**src/rtl/spi_target.sv**
```systemverilog
// SPI mode-0 responder (MSB first, active-low select) running entirely in the clk domain.
// SPI pins are oversampled; received bytes pop out on rx_valid, transmit bytes come from a one-entry buffer.
module spi_target #(
  parameter int DATA_W      = 8,
  parameter int SYNC_STAGES = 2
) (
  input  logic              clk,
  input  logic              rst,
  input  logic              spi_clk,
  input  logic              spi_cs_n,
  input  logic              spi_mosi,
  output logic              spi_miso,
  output logic              spi_miso_oe,
  input  logic [DATA_W-1:0] tx_data,
  input  logic              tx_valid,
  output logic              tx_ready,
  output logic [DATA_W-1:0] rx_data,
  output logic              rx_valid,
  output logic              tx_underrun
);

  localparam int CNT_W = $clog2(DATA_W);

  typedef enum logic {IDLE, ACTIVE} state_t;

  logic [SYNC_STAGES-1:0] sclk_sync, cs_sync, mosi_sync;
  logic                   sclk_d, cs_d;
  logic                   sclk_s, cs_s, mosi_s;
  logic                   sclk_rise, sclk_fall, cs_fall, cs_rise;

  state_t                 state;
  logic [CNT_W-1:0]       bit_cnt;
  logic [DATA_W-2:0]      shift_in;
  logic [DATA_W-1:0]      shift_out;
  logic [DATA_W-1:0]      next_in;
  logic                   buf_full;
  logic [DATA_W-1:0]      buf_data;
  logic [DATA_W-1:0]      load_val;
  logic                   do_load;

  // Synchronizers reset to the idle line levels so no false edge is seen after reset.
  always_ff @(posedge clk or posedge rst) begin
    if (rst) begin
      sclk_sync <= '0;
      cs_sync   <= '1;
      mosi_sync <= '0;
      sclk_d    <= 1'b0;
      cs_d      <= 1'b1;
    end else begin
      sclk_sync <= {sclk_sync[SYNC_STAGES-2:0], spi_clk};
      cs_sync   <= {cs_sync[SYNC_STAGES-2:0], spi_cs_n};
      mosi_sync <= {mosi_sync[SYNC_STAGES-2:0], spi_mosi};
      sclk_d    <= sclk_sync[SYNC_STAGES-1];
      cs_d      <= cs_sync[SYNC_STAGES-1];
    end
  end

  assign sclk_s    = sclk_sync[SYNC_STAGES-1];
  assign cs_s      = cs_sync[SYNC_STAGES-1];
  assign mosi_s    = mosi_sync[SYNC_STAGES-1];
  assign sclk_rise = sclk_s & ~sclk_d;
  assign sclk_fall = ~sclk_s & sclk_d;
  assign cs_fall   = ~cs_s & cs_d;
  assign cs_rise   = cs_s & ~cs_d;

  assign next_in  = {shift_in, mosi_s};
  assign load_val = buf_full ? buf_data : '0;
  // A cs_n rise takes priority over any clock edge in the same cycle.
  assign do_load  = ((state == IDLE) && cs_fall) ||
                    ((state == ACTIVE) && !cs_rise && sclk_fall && (bit_cnt == '0));
  assign tx_ready = ~buf_full;

  // A write coinciding with a load is captured; the load itself saw an empty buffer.
  always_ff @(posedge clk or posedge rst) begin
    if (rst) begin
      buf_full <= 1'b0;
      buf_data <= '0;
    end else if (tx_valid && !buf_full) begin
      buf_full <= 1'b1;
      buf_data <= tx_data;
    end else if (do_load) begin
      buf_full <= 1'b0;
    end
  end

  always_ff @(posedge clk or posedge rst) begin
    if (rst) begin
      state       <= IDLE;
      bit_cnt     <= '0;
      shift_in    <= '0;
      shift_out   <= '0;
      spi_miso    <= 1'b0;
      spi_miso_oe <= 1'b0;
      rx_data     <= '0;
      rx_valid    <= 1'b0;
      tx_underrun <= 1'b0;
    end else begin
      rx_valid    <= 1'b0;
      tx_underrun <= 1'b0;
      if (do_load) begin
        shift_out   <= load_val;
        spi_miso    <= load_val[DATA_W-1];
        tx_underrun <= ~buf_full;
      end
      case (state)
        IDLE: begin
          if (cs_fall) begin
            state       <= ACTIVE;
            bit_cnt     <= '0;
            spi_miso_oe <= 1'b1;
          end else begin
            spi_miso_oe <= 1'b0;
            spi_miso    <= 1'b0;
          end
        end
        ACTIVE: begin
          if (cs_rise) begin
            state       <= IDLE;
            bit_cnt     <= '0;
            spi_miso_oe <= 1'b0;
            spi_miso    <= 1'b0;
          end else if (sclk_rise) begin
            shift_in <= next_in[DATA_W-2:0];
            if (bit_cnt == CNT_W'(DATA_W - 1)) begin
              rx_data  <= next_in;
              rx_valid <= 1'b1;
              bit_cnt  <= '0;
            end else begin
              bit_cnt <= bit_cnt + CNT_W'(1);
            end
          end else if (sclk_fall && (bit_cnt != '0)) begin
            shift_out <= shift_out << 1;
            spi_miso  <= shift_out[DATA_W-2];
          end
        end
        default: state <= IDLE;
      endcase
    end
  end

endmodule

```
**config.mk**
```make
export PLATFORM = sky130hd
export DESIGN_NAME = spi_target
export DESIGN_NICKNAME = d
export VERILOG_FILES = /design/src/rtl/spi_target.sv
export SDC_FILE = /design/constraint.sdc
export NUM_CORES = 1
export LEC_CHECK = 0
export CAP_MARGIN = 15
export CORE_MARGIN = 4
export CORE_UTILIZATION = 40
export DETAILED_ROUTE_END_ITERATION = 8
export PLACE_DENSITY = 0.7
export SLEW_MARGIN = 20
export SYNTH_ARGS = -nofsm -noshare
export SYNTH_HDL_FRONTEND = slang
export SYNTH_SLANG_ARGS = --single-unit
```
**constraint.sdc**
```tcl
create_clock -name clk -period 1.5 [get_ports clk]
set_input_delay 0.225 -clock clk [delete_from_list [all_inputs] [get_ports clk]]
set_output_delay 0.225 -clock clk [all_outputs]
set_load 0.05 [all_outputs]
```
; ---- Word level (Yosys, flattened, before mapping)
; Index checks and enable logic that the tools add are counted.
[op_classes]
add_sub_neg = 1
n_eq_ne = 4
muxes = 29
bitwise_logic = 11
n_reduce_logical = 15
[ops]
columns = op, count
row1 = 2-to-1 mux 8 bit, 6
row2 = 2-to-1 mux 1 bit, 15
row3 = 2-to-1 mux 3 bit, 4
row4 = inverter 1 bit, 7
row5 = logical AND 1 bit, 6
row6 = one-hot mux 1 bit (2 select lines), 3
row7 = one-hot mux 3 bit (2 select lines), 1
row8 = AND 1 bit, 4
row9 = "inequality test 2 bit, second input constant", 2
row10 = AND reduction 4 bit, 1
row11 = "adder 3 x 1 -> 3 bit, second input constant", 1
row12 = "== test 3 bit, second input constant", 1
row13 = logical NOT 3 bit, 1
row14 = "inequality test 3 bit, second input constant", 1
row15 = AND reduction 3 bit, 1
row16 = nonzero test 3 bit, 1
row17 = logical NOT 1 bit, 2
row18 = AND reduction 2 bit, 1
row19 = nonzero test 2 bit, 1
row20 = logical OR 1 bit, 1
[word_totals]
ff_bits = 48
input_bits = 14
out_inout_bits = 13
elab_cells = 76

; ---- Depth between registers and ports, before layout
; Gate-level depths: netlist of run 1.
[logic_depth]
depth_word = 12
depth_mapped = 7

; ---- Least setup slack after synthesis of run 1
; OpenSTA, ideal clock, no wires.
[synth_timing]
kind = register to register
from = register bit_cnt[0]
to = register spi_miso
setup_ps = 127
arrival_ps = 1404
setup_slack_ps = -31
stages_incl_launch_ff = 8
synth_period_minus_slack_ps = 1531
path_cell_list = dfrtp_1 > inv_1 > ha_1 > nand4bb_4 > a211o_1 > buf_6 > a21oi_1 > o22ai_1
[synth_via]
elab_chain_len = 8
[synth_rtl]
columns = element, line_no
row1 = "start, declared", 32  ; logic [CNT_W-1:0] bit_cnt;
row2 = "start signal, assigned", 129  ; bit_cnt <= bit_cnt + CNT_W'(1);
row3 = logical NOT 3 bit, 70  ; ((state == ACTIVE) && !cs_rise && sclk_fall && (bit_cnt == '0));
row4 = logical AND 1 bit, 70
row5 = logical OR 1 bit, 69  ; assign do_load = ((state == IDLE) && cs_fall) ||
row6 = 2-to-1 mux 1 bit, 100  ; if (do_load) begin
row7 = 2-to-1 mux 1 bit, 131  ; end else if (sclk_fall && (bit_cnt != '0)) begin
row8 = 2-to-1 mux 1 bit, 122  ; end else if (sclk_rise) begin
row9 = 2-to-1 mux 1 bit, 117  ; if (cs_rise) begin
row10 = one-hot mux 1 bit (2 select lines) (*), 105  ; case (state)
row11 = "end signal, assigned", 102  ; spi_miso <= load_val[DATA_W-1];
row12 = "end signal, assigned", 133  ; spi_miso <= shift_out[DATA_W-2];
row13 = "end, declared", 12  ; output logic spi_miso,
; Every way passes the cells marked *; elsewhere a longest branch is shown, timed or not.
; A chain may end at the register's enable or synchronous reset.

; ---- Worst setup path in the final report of run 1
; Ends and elaborated chain as after synthesis.

==> reports/results.ini, run 1 <==
[yosys]
synth_cell_type_count=36
synth_area_sq_um=1964
ys_ff_latch=47
ys_top_cells_by_area=dfrtp_1 56%, mux2_2 14%, dfstp_2 4.0%
synth_top_area_frac=0.5605
seq_area_frac_synth=0.6006
syn_avg_cell_area_sq_um=13.36
yosysTopAreaCell=dfrtp_1
synth_fp_nets=164
yosysWarnings=0
synthCells=147

[sta]
setup_viol=8
max-slew-margin-rel=0.7334
tightest_slew_ps=399.7
drv_slew=0
fmax_ghz=0.6475
hold_viol_final=0
final.period_utilization=1.030
grt_setup_unrepaired=true
finClkSkew_ps=6.875
fin_setup_tns_ps=-202.2
period_minus_slack_ps=1544
fin_ws_ps=-44.39

[critical_path]
r2r-end=spi_miso
r2r_slack_ps=-40
critical-path-max-stage-delay_ps=420
critPathLaunchType=flop
cp.required_ps=1670
crit_path_end=spi_miso
crit_cells=6
path_class=reg -> reg
worstReg2RegStart=bit_cnt[0]
worst-r2r-cell-count=6
worst-path-buf-inv=1
crit_path_end_kind=flop
cp-startpoint=bit_cnt[0]
crit_chain=inv_2 > ha_4 > nand4bb_4 > a211o_2 > a21oi_1 > o22ai_1
critPathMaxFanout=10
crit_family=compound AO/OA/AOI/OAI gates
crit_arrival_ps=1720
cp_slowest_cell=dfrtp_1

[clock_tree]
numCtsBuffers=5
ctsHtreeMaxLevel=2
clk_path_buf_depth=2
cts_tree=yes
root_buffer=clkbuf_8
clock-sinks=47
hold_buffers=0
clk_latency_ps=300
clk_pin_slew_worst_paths_ps=90

[pwr]
finalPower_mw=3.675
p_comb_frac=0.258
switching_share=0.2936
p_seq_frac=0.488
leakage_nw=1.185
clockPowerShare=0.254
switching_power_mw=1.079
p_int_mw=2.596
peakVddDrop_mv=0.6725
power_density_nw_per_um2=1437

[route]
ant_nets=0
wire_per_inst_microns=13.04
vias_per_cell=4.809
routed_wl_mm=3.350
drtPass1Iterations=4
drc=0
via_count=1236
dr.first_iter.drc_count=43

[status]
violations=setup timing
run_status=complete, but fails checks

[global_route]
overflow=0
antenna_found_initial=0
grt_pass1_vias=1294
track_usage=0.1224
use_met1=0.1466
grt_use_met2=0.2046
grt_pass1_wl_mm=5.858
busiest_layer=met2
grt_max_degree=48
met3_usage=0.03670

[cells_and_area]
multiInputGateArea_sq_um=764.5
n_antenna_cell=0
final_cell_count_no_fill=257
final_area_sq_um=2557
nFillCells=406
syn2layout_area_growth_pct=30.19
nNetsFinal=206
seqCellArea_sq_um=1180
drive_above_1_share=0.4105

[place]
place_ws_ps=-125.8
dpl-instance-area_sq_um=2364
dpl.cell_count=244
hpwl_mm=2.408
io_buffers=26
gp_congestion=0.8287

[min_path]
hold_path.class=in -> async

[die]
initial_core_util=0.4132
die_h_microns=78.08
rows=25
die_x_microns=78.08
ioPinCount=27
core_area_sq_um=4755
dieArea_sq_um=6096

[run]
cap_violations=0

[per-stage QoR]
stage | utilization | hold WS [ps]
floorplan | - | 229.5
global placement | 0.4971 | 333.3
CTS | 0.5261 | 275.0
finish | 0.5379 | 268.9
detailed placement | 0.4971 | 341.1
global route | 0.5379 | 283.4
[power groups by stage]
stage,Clock (mW),Sequential [mW],Combinational (mW)
detailed placement,0,1.82,0.886
floorplan,0,1.79,0.580
CTS,0.960,1.79,0.916
global placement,0,1.80,0.842
finish,0.933,1.79,0.948
global route,1.01,1.84,1.04
[repair_timing]
action	CTS	global route
pin swaps	10	4
setup buffers	1	3
cloned	0	1
resized for setup	5	4
setup endpoints to repair	25	18
[sequential cells by signal, indices dropped and copies added, names as in the netlist, 2 cells and up]
register,count
bit_cnt,3
buf_data,8
cs_sync,2
mosi_sync,2
rx_data,8
sclk_sync,2
shift_in,7
shift_out,7
[per-layer routing]
| metal | share of wire | up-vias |
|---|---|---|
| met4 | 0.021 | 0 |
| met3 | 0.035 | 7 |
| met1 | 0.45 | 616 |
| met2 | 0.49 | 19 |
| met5 | 0 | - |
| li1 | - | 594 |
[logic make-up after synthesis]
group / after synthesis / synth area share
AO/OA/AOI/OAI: 18 / 0.07962
multiplexers: 26 / 0.1478
adder cells (fa/ha/maj): 3 / 0.01911
buffers and inverters: 14 / 0.03567
flip-flops: 47 / 0.6006
AND/OR/NAND/NOR: 39 / 0.1172
[synthesized netlist by cell type]
cell type	n
a211o_1	1
a211oi_4	1
a21boi_0	1
a21boi_2	1
a21o_1	1
a21oi_1	1
a31oi_1	6
and2b_1	1
and3_1	1
buf_2	2
buf_4	1
buf_6	1
clkbuf_1	1
clkbuf_4	1
dfrtp_1	44
dfstp_2	3
ha_1	3
inv_1	8
mux2_2	24
mux2i_1	2
nand2_1	8
nand2b_1	1
nand3_1	11
nand3_2	1
nand4_4	1
nand4bb_4	1
nor2_1	9
nor2_2	1
nor2b_1	3
o2111ai_4	1
o211ai_1	1
o21ai_0	1
o21ai_1	1
o21ai_2	1
o22ai_1	1
or2b_1	1
[area by class of cell]
cell class,instances,area share
clock buffer,5,0.02691
clock inverter,3,0.01859
inverter,8,0.01174
multi-input combinational,87,0.2989
sequential,47,0.4614
tap,67,0.03278
timing repair buffer,40,0.1497
[placed cells by master (no fill, tap or decap), drive strengths merged, types with 5 or more instances in the layout]
cell type and count:
a31oi 6, buf 27, clkbuf 5, clkdlybuf4s50 13
dfrtp 44, inv 8, mux2 24, nand2 8
nand3 12, nor2 10
[tightest hold or removal path, delay by kind of cell]
family	cells	cell delay (ps)
buf+inv	3	720
[worst min-delay path by stage]
stage | startpoint | cells after the start | end
finish | rst | 3 | shift_in[2]
detailed placement | mosi_sync[0] | 0 | mosi_sync[1]
global placement | sclk_sync[0] | 0 | sclk_sync[1]
global route | rst | 3 | shift_in[2]
floorplan | spi_cs_n | 0 | cs_sync[0]
CTS | rst | 3 | buf_data[2]
No activity file was read; power rests on OpenSTA's default activity.
==> run 2, diff against run 1 <==
--- a/config.mk
+++ b/config.mk
@@ -5,6 +5,7 @@
 export SDC_FILE = /design/constraint.sdc
 export NUM_CORES = 1
 export LEC_CHECK = 0
+export ABC_AREA = 1
 export CAP_MARGIN = 15
 export CORE_MARGIN = 4
 export CORE_UTILIZATION = 40
==> reports/results.ini, run 2 <==
[cells_and_area]
final_area_sq_um=2540
syn2layout_area_growth_pct=27.35
drive_above_1_share=0.2941
most-common-layout-cells=57 x nand2_1, 44 x dfrtp_1, 21 x inv_1, 16 x nand3_1, 15 x buf_4
final_cell_count_no_fill=305
final_common_cell=nand2_1
final_core_util=0.5307
reg.largest.list=buf_data (8), rx_data (8)
n_antenna_cell=0
nNetsFinal=254

[place]
hpwl_mm=2.314
dpl-instance-area_sq_um=2362
dpl.cell_count=294
place_ws_ps=74.53
io_buffers=26
gp_congestion=0.8147

[status]
run_status=finished clean

[die]
ioPinCount=27
core_area_sq_um=4786
die_h_microns=78.61
die_x_microns=78.61
rows=25
initial_core_util=0.4167
dieArea_sq_um=6180

[yosys]
seq_area_frac_synth=0.5916
synth_cell_type_count=20
ys_ff_latch=47
synthTopCellsByCount=60 x nand2_1, 44 x dfrtp_1, 25 x inv_1
synth_most_common_cell=nand2_1
ys_top_cells_by_area=dfrtp_1 55%, nand2_1 11%, inv_1 4.7%
async_flop_share=1.000
synth_top_area_frac=0.5521
synthCells=200
synth-edff-count=0
yosysTopAreaCell=dfrtp_1
synth_fp_nets=217
synth_area_sq_um=1994
ys.flop_type=dfrtp_1
syn_avg_cell_area_sq_um=9.972
yosysWarnings=0

[route]
drc=0
via_count=1320
routed_wl_mm=3.350
vias_per_cell=4.328
ant_nets=0
wire_per_inst_microns=10.98
drtPass1Iterations=4
dr.first_iter.drc_count=68

[global_route]
antenna_found_initial=0
overflow=0
grt_pass1_vias=1244
grt_max_degree=27
grt_pass1_wl_mm=5.561
track_usage=0.1151

[sta]
setup_viol=0
drv_slew=0
fin_setup_tns_ps=0
hold_viol_final=0
period_minus_slack_ps=1403
final.period_utilization=0.9355
finClkSkew_ps=6.213
fmax_ghz=0.7126
tightest_slew_ps=357.6
max-slew-margin-rel=0.7610
fin_ws_ps=96.77
hold_ws_ps=176.5

[pwr]
peakVddDrop_mv=0.9381
power_density_nw_per_um2=1512
finalPower_mw=3.841
leakage_nw=1.312

[clock_tree]
clk_latency_ps=290
clock-sinks=47
clk_path_buf_depth=2
ctsHtreeMaxLevel=2
clk_pin_slew_worst_paths_ps=80
numCtsBuffers=5
cts_tree=yes
root_buffer=clkbuf_8

[critical_path]
critPathMaxFanout=12
crit_path_end_kind=flop
path_class=reg -> reg
critPathLaunchType=flop
crit_arrival_ps=1590
cp.required_ps=1690

[min_path]
hold_path.class=in -> async

[run]
cap_violations=0

==> run 2: cell count changes after synthesis, moves of 4 or more <==
cell     change
o21ai_2      +6
nand2_4      +4
o21ai_0      +9
inv_1       +17
nand3_1      +6
nand2_1     +52
mux2_2      -16
nor2_1       -4
a31oi_1      -6
==> run 2: power by group <==
part / internal [mW] / switching [mW]
combinational: 0.495 / 0.618
sequential: 1.60 / 0.188
clock: 0.539 / 0.401
total: 2.63 / 1.21
==> run 2: cell families (layout without fill, tap and decap cells) <==
group	count (synthesis)	after routing	share of synthesized area
AND/OR/NAND/NOR	93	95	0.2196
adder cells (fa/ha/maj)	3	3	0.01882
AO/OA/AOI/OAI	18	18	0.05834
buffers and inverters	31	67	0.06650
multiplexers	8	8	0.04517
flip-flops	47	47	0.5916
==> run 2: path summary, 6_finish.rpt <==
path                         startpoint            to  cells after the start  slack (ps)
setup / recovery                   cs_d  shift_out[5]                      5         100
hold / removal                      rst   shift_in[0]                      2         180
setup reg to reg                   cs_d  shift_out[5]                      5         100
hold reg to reg            mosi_sync[0]  mosi_sync[1]                      0         350
max in group asynchronous           rst   shift_in[1]                      3         890
min in group clk               spi_cs_n    cs_sync[0]                      1         330
==> run 2: timing repair <==
item,in CTS,in global routing
resized for setup,0,13
endpoints found under the setup margin,0,9
hold buffers,0,0
buffers inserted,0,1
==> run 2: worst max-delay path: stages, from the launching register on <==
cell and delay [ps]:
dfstp_2 550, nand3_2 170, nand2_2 280, nand3_1 160, nand3_2 90, nand2_1 50
==> run 2: cell type report <==
type                    instances  area, sq um
well taps                      67        83.83
fillers                       422         2246
flip-flops and latches         47         1180
multi-input cells             124        734.5
repair buffers                 32        322.8
clock inverters                 2        35.03
inverters                      27        101.3
clock buffers                   6        82.58
==> run 2: metal layers <==
metal / GRT usage / up-vias / part of all wire
li1: - / 698 / -
met1: 0.1508 / 596 / 0.49
met2: 0.1740 / 20 / 0.45
met3: 0.03211 / 6 / 0.041
met4: 0.05769 / 0 / 0.021
met5: 0 / - / 0
==> run 3, diff against run 2 <==
--- a/config.mk
+++ b/config.mk
@@ -8,9 +8,9 @@
 export ABC_AREA = 1
 export CAP_MARGIN = 15
 export CORE_MARGIN = 4
-export CORE_UTILIZATION = 40
+export CORE_UTILIZATION = 45
 export DETAILED_ROUTE_END_ITERATION = 8
-export PLACE_DENSITY = 0.7
+export PLACE_DENSITY = 0.76
 export SLEW_MARGIN = 20
 export SYNTH_ARGS = -nofsm -noshare
 export SYNTH_HDL_FRONTEND = slang
==> reports/results.ini, run 3 (synthesized netlist as in run 2, its figures left out) <==
[sta]
grt_setup_unrepaired=false
fin_setup_tns_ps=0
final.period_utilization=0.9175
tightest_slew_ps=352.0
fmax_ghz=0.7266
max-slew-margin-rel=0.7647
period_minus_slack_ps=1376
fin_ws_ps=123.8
drv_slew=0
setup_viol=0
hold_viol_final=0
finClkSkew_ps=4.600

[cells_and_area]
drive_above_1_share=0.2585
reg.largest.list=buf_data (8), rx_data (8)
nNetsFinal=252
n_antenna_cell=0
final_core_util=0.5945
seqCellArea_sq_um=1180
final_area_sq_um=2464
nFillCells=368
final_common_cell=nand2_1
syn2layout_area_growth_pct=23.53
multiInputGateArea_sq_um=713.2
most-common-layout-cells=59 x nand2_1, 44 x dfrtp_1, 24 x inv_1, 17 x nand3_1, 15 x buf_4

[pwr]
leakage_nw=1.289
power_density_nw_per_um2=1483
finalPower_mw=3.653
peakVddDrop_mv=0.8232

[route]
vias_per_cell=4.699
drtPass1Iterations=4
ant_nets=0
wire_per_inst_microns=11.19
drc=0
dr.first_iter.drc_count=75
via_count=1344
routed_wl_mm=3.201

[critical_path]
crit_arrival_ps=1610
worstReg2RegStart=cs_d
critPathLaunchType=flop
cp-startpoint=cs_d
crit_chain=inv_2 > nand2_2 > nand2_4 > inv_1 > nand2_4 > inv_2 > nand2_1 > nand2_1
path_class=reg -> reg
r2r-end=shift_out[2]
r2r_slack_ps=120
cp_slowest_cell=dfstp_2
crit_path_end=shift_out[2]
critPathMaxFanout=8
crit_path_end_kind=flop
worst-r2r-cell-count=8
critical-path-max-stage-delay_ps=580
cp.required_ps=1740

[die]
die_x_microns=74.58
core_area_sq_um=4144
die_h_microns=74.58
ioPinCount=27
rows=23
dieArea_sq_um=5561
initial_core_util=0.4813

[place]
dpl-instance-area_sq_um=2328
hpwl_mm=2.389
place_ws_ps=74.72
io_buffers=26
gp_congestion=0.8078

[clock_tree]
ctsHtreeMaxLevel=2
hold_buffers=0
cts.repair.resized=0
cts_setup_buffers=0
clk_latency_ps=290
clk_path_buf_depth=2
numCtsBuffers=5
root_buffer=clkbuf_8
clock-sinks=47
cts_tree=yes
clk_pin_slew_worst_paths_ps=80

[global_route]
grt_pass1_vias=1290
grt_max_degree=17
antenna_found_initial=0
grt_pass1_wl_mm=5.678
track_usage=0.1350
overflow=0

[status]
run_status=finished clean

[run]
cap_violations=0

[min_path]
hold_path.class=in -> async

run 3: cell type report:
| cell class | instances | area share |
|---|---|---|
| Sequential cell | 47 | 0.4789 |
| Multi-Input combinational cell | 123 | 0.2895 |
| Timing Repair Buffer | 31 | 0.1229 |
| Inverter | 27 | 0.04114 |
| Clock buffer | 7 | 0.03911 |
| Tap cell | 50 | 0.02539 |
| Clock inverter | 1 | 0.003047 |
run 3: power breakdown:
| part | internal (mW) | total (mW) | switching, mW |
|---|---|---|---|
| Sequential | 1.60 | 1.79 | 0.192 |
| Combinational | 0.450 | 1.04 | 0.587 |
| Clock | 0.419 | 0.823 | 0.404 |
run 3: worst max-delay path, delay by kind of cell, from the launching register on:
| kind | cells | cell delay [ps] |
|---|---|---|
| buffers and inverters | 3 | 330 |
| AND/OR/NAND/NOR | 5 | 410 |
| flip-flops | 1 | 580 |
run 3: worst min path at each step:
stage | end | slack [ps] | cells after the start | from
2_1_floorplan | cs_sync[0] | 230 | 0 | spi_cs_n
3_5_place_dp | sclk_sync[1] | 340 | 0 | sclk_sync[0]
5_1_grt | rx_data[0] | 140 | 2 | rst
3_3_place_gp | sclk_sync[1] | 330 | 0 | sclk_sync[0]
4_1_cts | sclk_sync[1] | 130 | 2 | rst
6_report | mosi_sync[1] | 140 | 2 | rst
run 3: stage by stage:
step	hold WS (ps)	std cells
final	135.7	286
after global routing	140.5	286
after global placement	331.1	277
after detailed placement	338.9	277
after floorplan	229.5	200
after CTS	132.0	285
run 3: per-layer routing:
layer	global-route usage	wire [microns]	vias up
met3	0.02838	115	8
met1	0.1796	1558	622
met4	0.07115	76	0
li1	-	-	693
met5	0	0	-
met2	0.2078	1450	21
